<file path="config.mk">
export PLATFORM = sky130hd
export DESIGN_NAME = rca_grid_lsq
export DESIGN_NICKNAME = d
export VERILOG_FILES = /design/src/rtl/rca_config.sv /design/src/rtl/rca_multi_push_fifo.sv /design/src/rtl/rca_grid_lsq.sv
export SDC_FILE = /design/constraint.sdc
export NUM_CORES = 2
export LEC_CHECK = 0
export CAP_MARGIN = 20
export CORE_MARGIN = 2
export CORE_UTILIZATION = 50
export DETAILED_ROUTE_END_ITERATION = 8
export PLACE_DENSITY = 0.73
export RECOVER_POWER = 25
export SLEW_MARGIN = 10
export SYNTH_ARGS = -nofsm -noshare
export SYNTH_HDL_FRONTEND = slang
export SYNTH_SLANG_ARGS = --single-unit
export TNS_END_PERCENT = 50
</file>
<file path="constraint.sdc">
create_clock -name clk -period 10.69 [get_ports clk]
set_clock_uncertainty 0.15 [all_clocks]
set_input_delay 1.069 -clock clk [delete_from_list [all_inputs] [get_ports clk]]
set_output_delay 1.069 -clock clk [all_outputs]
set_load 0.01 [all_outputs]
</file>
<file path="src/rtl/rca_config.sv">
// Shared types and constants for the RCA grid-to-LSU load/store queue.
package rca_config;

    localparam int GRID_NUM_ROWS = 4;
    localparam int RCA_XLEN      = 32;

    typedef struct packed {
        logic [RCA_XLEN-1:0] addr;
        logic [RCA_XLEN-1:0] data;
        logic [2:0]          fn3;
        logic                is_store;
    } rca_lsq_entry_t;

    typedef enum logic [1:0] {
        IDLE    = 2'd0,
        ACTIVE  = 2'd1,
        RELEASE = 2'd2
    } rca_lsq_state_t;

endpackage

</file>
<file path="src/rtl/rca_multi_push_fifo.sv">
// Multi-write, single-read circular queue; set push bits are stored in ascending index order.
module rca_multi_push_fifo
    import rca_config::*;
#(
    parameter  int DEPTH    = 8,
    parameter  int NUM_PUSH = 4,
    localparam int PW       = $clog2(DEPTH),
    localparam int CW       = $clog2(DEPTH + 1)
) (
    input  logic                clk,
    input  logic                rst,
    input  logic [NUM_PUSH-1:0] push,
    input  rca_lsq_entry_t      entries [NUM_PUSH],
    input  logic                pop,
    output rca_lsq_entry_t      head,
    output logic [CW-1:0]       count,
    output logic [CW-1:0]       count_next
);

    rca_lsq_entry_t      mem_q [DEPTH];
    logic [PW-1:0]       wr_ptr_q, wr_ptr_d;
    logic [PW-1:0]       rd_ptr_q, rd_ptr_d;
    logic [CW-1:0]       count_q, count_d;
    logic [CW-1:0]       free_slots;
    logic [CW-1:0]       accepted;
    logic [NUM_PUSH-1:0] wr_en;
    logic [PW-1:0]       wr_idx [NUM_PUSH];
    logic [PW-1:0]       head_idx;
    logic                pop_ok;

    assign free_slots = CW'(DEPTH) - count_q;
    assign pop_ok     = pop && (count_q != '0);

    // Rows that would not fit are dropped; a popped slot is only reusable next cycle.
    always_comb begin
        accepted = '0;
        for (int i = 0; i < NUM_PUSH; i++) begin
            wr_en[i]  = 1'b0;
            wr_idx[i] = wr_ptr_q + accepted[PW-1:0];
            if (push[i] && (accepted < free_slots)) begin
                wr_en[i] = 1'b1;
                accepted = accepted + CW'(1);
            end
        end
    end

    assign count_d  = count_q + accepted - CW'(pop_ok);
    assign wr_ptr_d = wr_ptr_q + accepted[PW-1:0];
    assign rd_ptr_d = rd_ptr_q + PW'(pop_ok);

    always_ff @(posedge clk or negedge rst) begin
        if (!rst) begin
            for (int i = 0; i < DEPTH; i++) mem_q[i] <= '0;
            wr_ptr_q <= '0;
            rd_ptr_q <= '0;
            count_q  <= '0;
        end else begin
            for (int i = 0; i < NUM_PUSH; i++) begin
                if (wr_en[i]) mem_q[wr_idx[i]] <= entries[i];
            end
            wr_ptr_q <= wr_ptr_d;
            rd_ptr_q <= rd_ptr_d;
            count_q  <= count_d;
        end
    end

    // When empty, the slot just behind the read pointer is the last entry handed out.
    assign head_idx   = (count_q == '0) ? (rd_ptr_q - PW'(1)) : rd_ptr_q;
    assign head       = mem_q[head_idx];
    assign count      = count_q;
    assign count_next = count_d;

endmodule

</file>
<file path="src/rtl/rca_grid_lsq.sv">
// Grid-row request collector: queues qualified row requests and issues them to the shared LSU under lock.
module rca_grid_lsq #(
    parameter  int GRID_NUM_ROWS = rca_config::GRID_NUM_ROWS,
    parameter  int FIFO_DEPTH    = 8,
    parameter  int XLEN          = 32,
    localparam int CW            = $clog2(FIFO_DEPTH + 1)
) (
    input  logic                       clk,
    input  logic                       rst,
    input  logic [XLEN-1:0]            grid_addr [GRID_NUM_ROWS],
    input  logic [XLEN-1:0]            grid_data [GRID_NUM_ROWS],
    input  logic [XLEN-1:0]            grid_fn3  [GRID_NUM_ROWS],
    input  logic [GRID_NUM_ROWS-1:0]   grid_load,
    input  logic [GRID_NUM_ROWS-1:0]   grid_store,
    input  logic [GRID_NUM_ROWS-1:0]   grid_new_request,
    output logic                       fifo_full,
    output logic [XLEN-1:0]            lsu_rs1,
    output logic [XLEN-1:0]            lsu_rs2,
    output logic [2:0]                 lsu_fn3,
    output logic                       lsu_load,
    output logic                       lsu_store,
    output logic                       rca_lsu_lock,
    input  logic                       lsu_ready,
    output rca_config::rca_lsq_state_t dbg_state,
    output logic [CW-1:0]              dbg_count
);

    import rca_config::*;

    rca_lsq_state_t     state_q, state_d;
    logic               full_q, full_d;
    logic [GRID_NUM_ROWS-1:0] qual;
    rca_lsq_entry_t     entries [GRID_NUM_ROWS];
    rca_lsq_entry_t     head;
    logic [CW-1:0]      count, count_next;
    logic               any_push, head_vld, pop;
    logic [XLEN-4:0]    unused_fn3_bits;

    always_comb begin
        unused_fn3_bits = '0;
        for (int r = 0; r < GRID_NUM_ROWS; r++) begin
            qual[r]    = grid_new_request[r] && (grid_load[r] ^ grid_store[r]);
            entries[r] = '{addr: grid_addr[r], data: grid_data[r],
                           fn3: grid_fn3[r][2:0], is_store: grid_store[r]};
            unused_fn3_bits = unused_fn3_bits ^ grid_fn3[r][XLEN-1:3];
        end
    end

    assign any_push = |qual;
    assign pop      = (lsu_load | lsu_store) && lsu_ready;

    rca_multi_push_fifo #(
        .DEPTH    (FIFO_DEPTH),
        .NUM_PUSH (GRID_NUM_ROWS)
    ) u_fifo (
        .clk        (clk),
        .rst        (rst),
        .push       (qual),
        .entries    (entries),
        .pop        (pop),
        .head       (head),
        .count      (count),
        .count_next (count_next)
    );

    // Leave room for a worst-case push cycle after fifo_full is seen low.
    assign full_d = (CW'(FIFO_DEPTH) - count_next) < CW'(GRID_NUM_ROWS);

    always_ff @(posedge clk or negedge rst) begin
        if (!rst) begin
            state_q <= IDLE;
            full_q  <= 1'b0;
        end else begin
            state_q <= state_d;
            full_q  <= full_d;
        end
    end

    always_comb begin
        state_d = state_q;
        case (state_q)
            IDLE:    if (any_push) state_d = ACTIVE;
            ACTIVE:  if ((count_next == '0) && !any_push) state_d = RELEASE;
            RELEASE: state_d = any_push ? ACTIVE : IDLE;
            default: state_d = IDLE;
        endcase
    end

    always_comb begin
        rca_lsu_lock = (state_q != IDLE);
        head_vld     = rca_lsu_lock && (count != '0);
        lsu_load     = head_vld && !head.is_store;
        lsu_store    = head_vld && head.is_store;
    end

    assign lsu_rs1   = head.addr;
    assign lsu_rs2   = head.data;
    assign lsu_fn3   = head.fn3;
    assign fifo_full = full_q;
    assign dbg_state = state_q;
    assign dbg_count = count;

    always @(posedge clk) begin
        if (rst) assert (!(full_q && any_push)) else $error("grid pushed while fifo_full");
    end

endmodule

</file>
==> qor.yml <==
slew_headroom: -1.62
dp_worst_setup_slack_ns: 2.20
cts_setup_buffers: 0
hold_path.class: "reg2reg"
drv_cap: 5
numCtsBuffers: 69
fill_cells: 7246
synth_edf_count: 0
violations: "capacitance limit, slew limit"
top_layer: "met5"
core.rowCount: 107
met2_wirelength_mm: 77.4
rsz0062_at_grt: "false"
drc: 0
cts_root_buf: "clkbuf_16"
ys_top_cells_by_area: "dfrtp_1, mux2i_1, mux2_2"
grtUsageTotal: 0.413
syn_to_final_growth_pct: 14.3
ys_types: 57
cts_tree: "built"
ys_seq_area_frac: 0.327
synth_fp_nets: 4753
wl_mm: 187
vias_per_cell: 7.56
synth_area_um2: 42700
min_period_ns: 8.15
ys.flop_type: "dfrtp_1"
layout_common_cells: "nor2_1, dfrtp_1, mux2i_1"
gp_congestion: 0.910
synth_top_area_frac: 0.327
clock-sinks: 557
layout.nets: 4654
first_global_vias: 40500
htree_levels: 3
end_kind: "register"
ant_nets: 0
synth_cells: 4329
num_io_pins: 476
status: "complete, but fails checks"
r2r-start: "u_fifo.count[0]"
dr_total_vias: 41100
first_pass_iters: 7
worst_pin_slew_ns: 3.93
overflow: 0
drtIter0Drc: 6247
dp_hpwl_mm: 97.0
synth-seq-cells: 557
worstPathArrival_ns: 8.50
peakVddDrop_mv: 0.458
maxSlewViolCount: 317
antenna_found_initial: 30
yosysTopAreaCell: "dfrtp_1"
path_max_fanout: 51
layout_commonest_cell: "nor2_1"
clock_path_buffers: 3
initial_core_util: 0.503
cts.repair.resized: 0
worstHoldStart: "u_fifo.rd_ptr_q[1]"
m1WireLength_mm: 65.8
wl_per_cell_um: 34.3
setup_slack_ns: 2.54
dieHeight_um: 296
wl_met3_mm: 30.6
critPathKind: "in2reg"
cp.required_ns: 11.03
grt_pass1_wl_mm: 267
holdBufCountCts: 0
die_x_um: 296
yosys_warnings: 0
fmax_mhz: 123
start_kind: "input port"
setup.worst_path.start: "grid_store[0]"
clk_latency_ns: 0.63
fin_crit_sh: 0.763
setup-violations-final: 0
io_buffers: 359
grt_max_degree: 190
die_area_um2: 87700
drive_gt1_frac: 0.189
clk_pin_slew_ns: 0.06
p_leak_nw: 17.2
hold_viol: 0
power.total_mw: 16.9
async_flop_share: 1.00
fin_util: 0.574
postSynthAreaPerCell_um2: 9.86
p_per_area_nw_per_um2: 346
core-area_um2: 84900
setup-tns-final_ns: 0
## worst paths after layout
check | endpoint | slack [ns] | depth (start not counted)
max in group asynchronous | u_fifo.mem_q[68] | 3.08 | 3
setup / recovery | u_fifo.mem_q[146] | 2.54 | 17
min in group asynchronous | u_fifo.mem_q[132] | 1.58 | 1
hold / removal | u_fifo.rd_ptr_q[1] | 0.35 | 1
hold reg to reg | u_fifo.rd_ptr_q[1] | 0.35 | 1
setup reg to reg | u_fifo.mem_q[146] | 2.59 | 18
## layout make-up
type | instances | area, um2 | area share
Multi-Input combinational cell | 3116 | 26600 | 0.545
Sequential cell | 557 | 13900 | 0.286
Timing Repair Buffer | 458 | 4460 | 0.0914
Clock buffer | 100 | 2020 | 0.0413
Tap cell | 1144 | 1430 | 0.0294
Clock inverter | 20 | 210 | 0.00431
Inverter | 28 | 105 | 0.00216
Antenna cell | 20 | 50.0 | 0.00103
## logic make-up (layout without fill, tap and decap cells)
logic type / count (synthesis) / after routing / synth area share
AO/OA/AOI/OAI: 608 / 608 / 0.119
XOR/XNOR: 23 / 23 / 0.00472
adder cells (fa/ha/maj): 25 / 25 / 0.00786
buffers and inverters: 656 / 606 / 0.0617
flip-flops: 557 / 557 / 0.327
multiplexers: 1295 / 1295 / 0.362
other: 0 / 20 / 0
AND/OR/NAND/NOR: 1165 / 1165 / 0.118
## synthesized netlist by cell type, drive strengths merged (4+ instances only)
master and number:
a311o 8, nor4 8, xor2 11, xnor2 12
o311ai 5, a21oi 9, inv 28, o31ai 4
a21o 4, dfrtp 557, o21ai 4, ha 22
o21a 4, nand2b 5, a211oi 143, and2 8
nor4b 4, nand2 13, mux2i 547, a221oi 405
nor2 691, a311oi 4, mux2 612, mux4 136
nor3 414, clkbuf 448, buf 180
## power by group
part / internal (mW) / leakage [nW] / switching [mW]
Combinational: 5.06 / 9.75 / 5.52
Sequential: 3.27 / 6.33 / 0.630
Clock: 1.40 / 1.10 / 1.00
Total: 9.73 / 17.2 / 7.15
## routing by layer
metal / track usage / up-vias
met5: 0 / -
met1: 0.532 / 19900
met4: 0.248 / 30
li1: - / 16100
met3: 0.153 / 1093
met2: 0.589 / 4054
## critical path: stages
cell,delay (ns)
clkdlybuf4s50_1,0.78
xnor2_1,0.14
o21ai_0,0.66
a31oi_1,0.25
ha_1,0.47
nand2b_1,0.22
o22ai_1,0.46
o31ai_1,0.21
o21ai_0,0.63
inv_1,0.14
fa_1,0.45
xor2_1,0.53
xnor2_1,0.36
nand2_1,0.34
a2bb2oi_4,0.81
buf_12,0.52
mux2_2,0.39
## stage by stage
step	std cells	hold WS (ns)	instance area (um2)
2_1_floorplan	4329	0.311	42700
3_3_place_gp	5300	0.340	46500
5_1_grt	5436	0.376	48700
4_1_cts	5421	0.257	48700
3_5_place_dp	5301	0.347	46500
6_report	5443	0.354	48800
## registers in the layout (all words and copies together), names as in the netlist
register,flops
u_fifo.mem_q,544
dbg_state,2
u_fifo.rd_ptr_q,3
u_fifo.count,4
fifo_full,1
u_fifo.wr_ptr_q,3
Power figures use the tool's default switching activity.
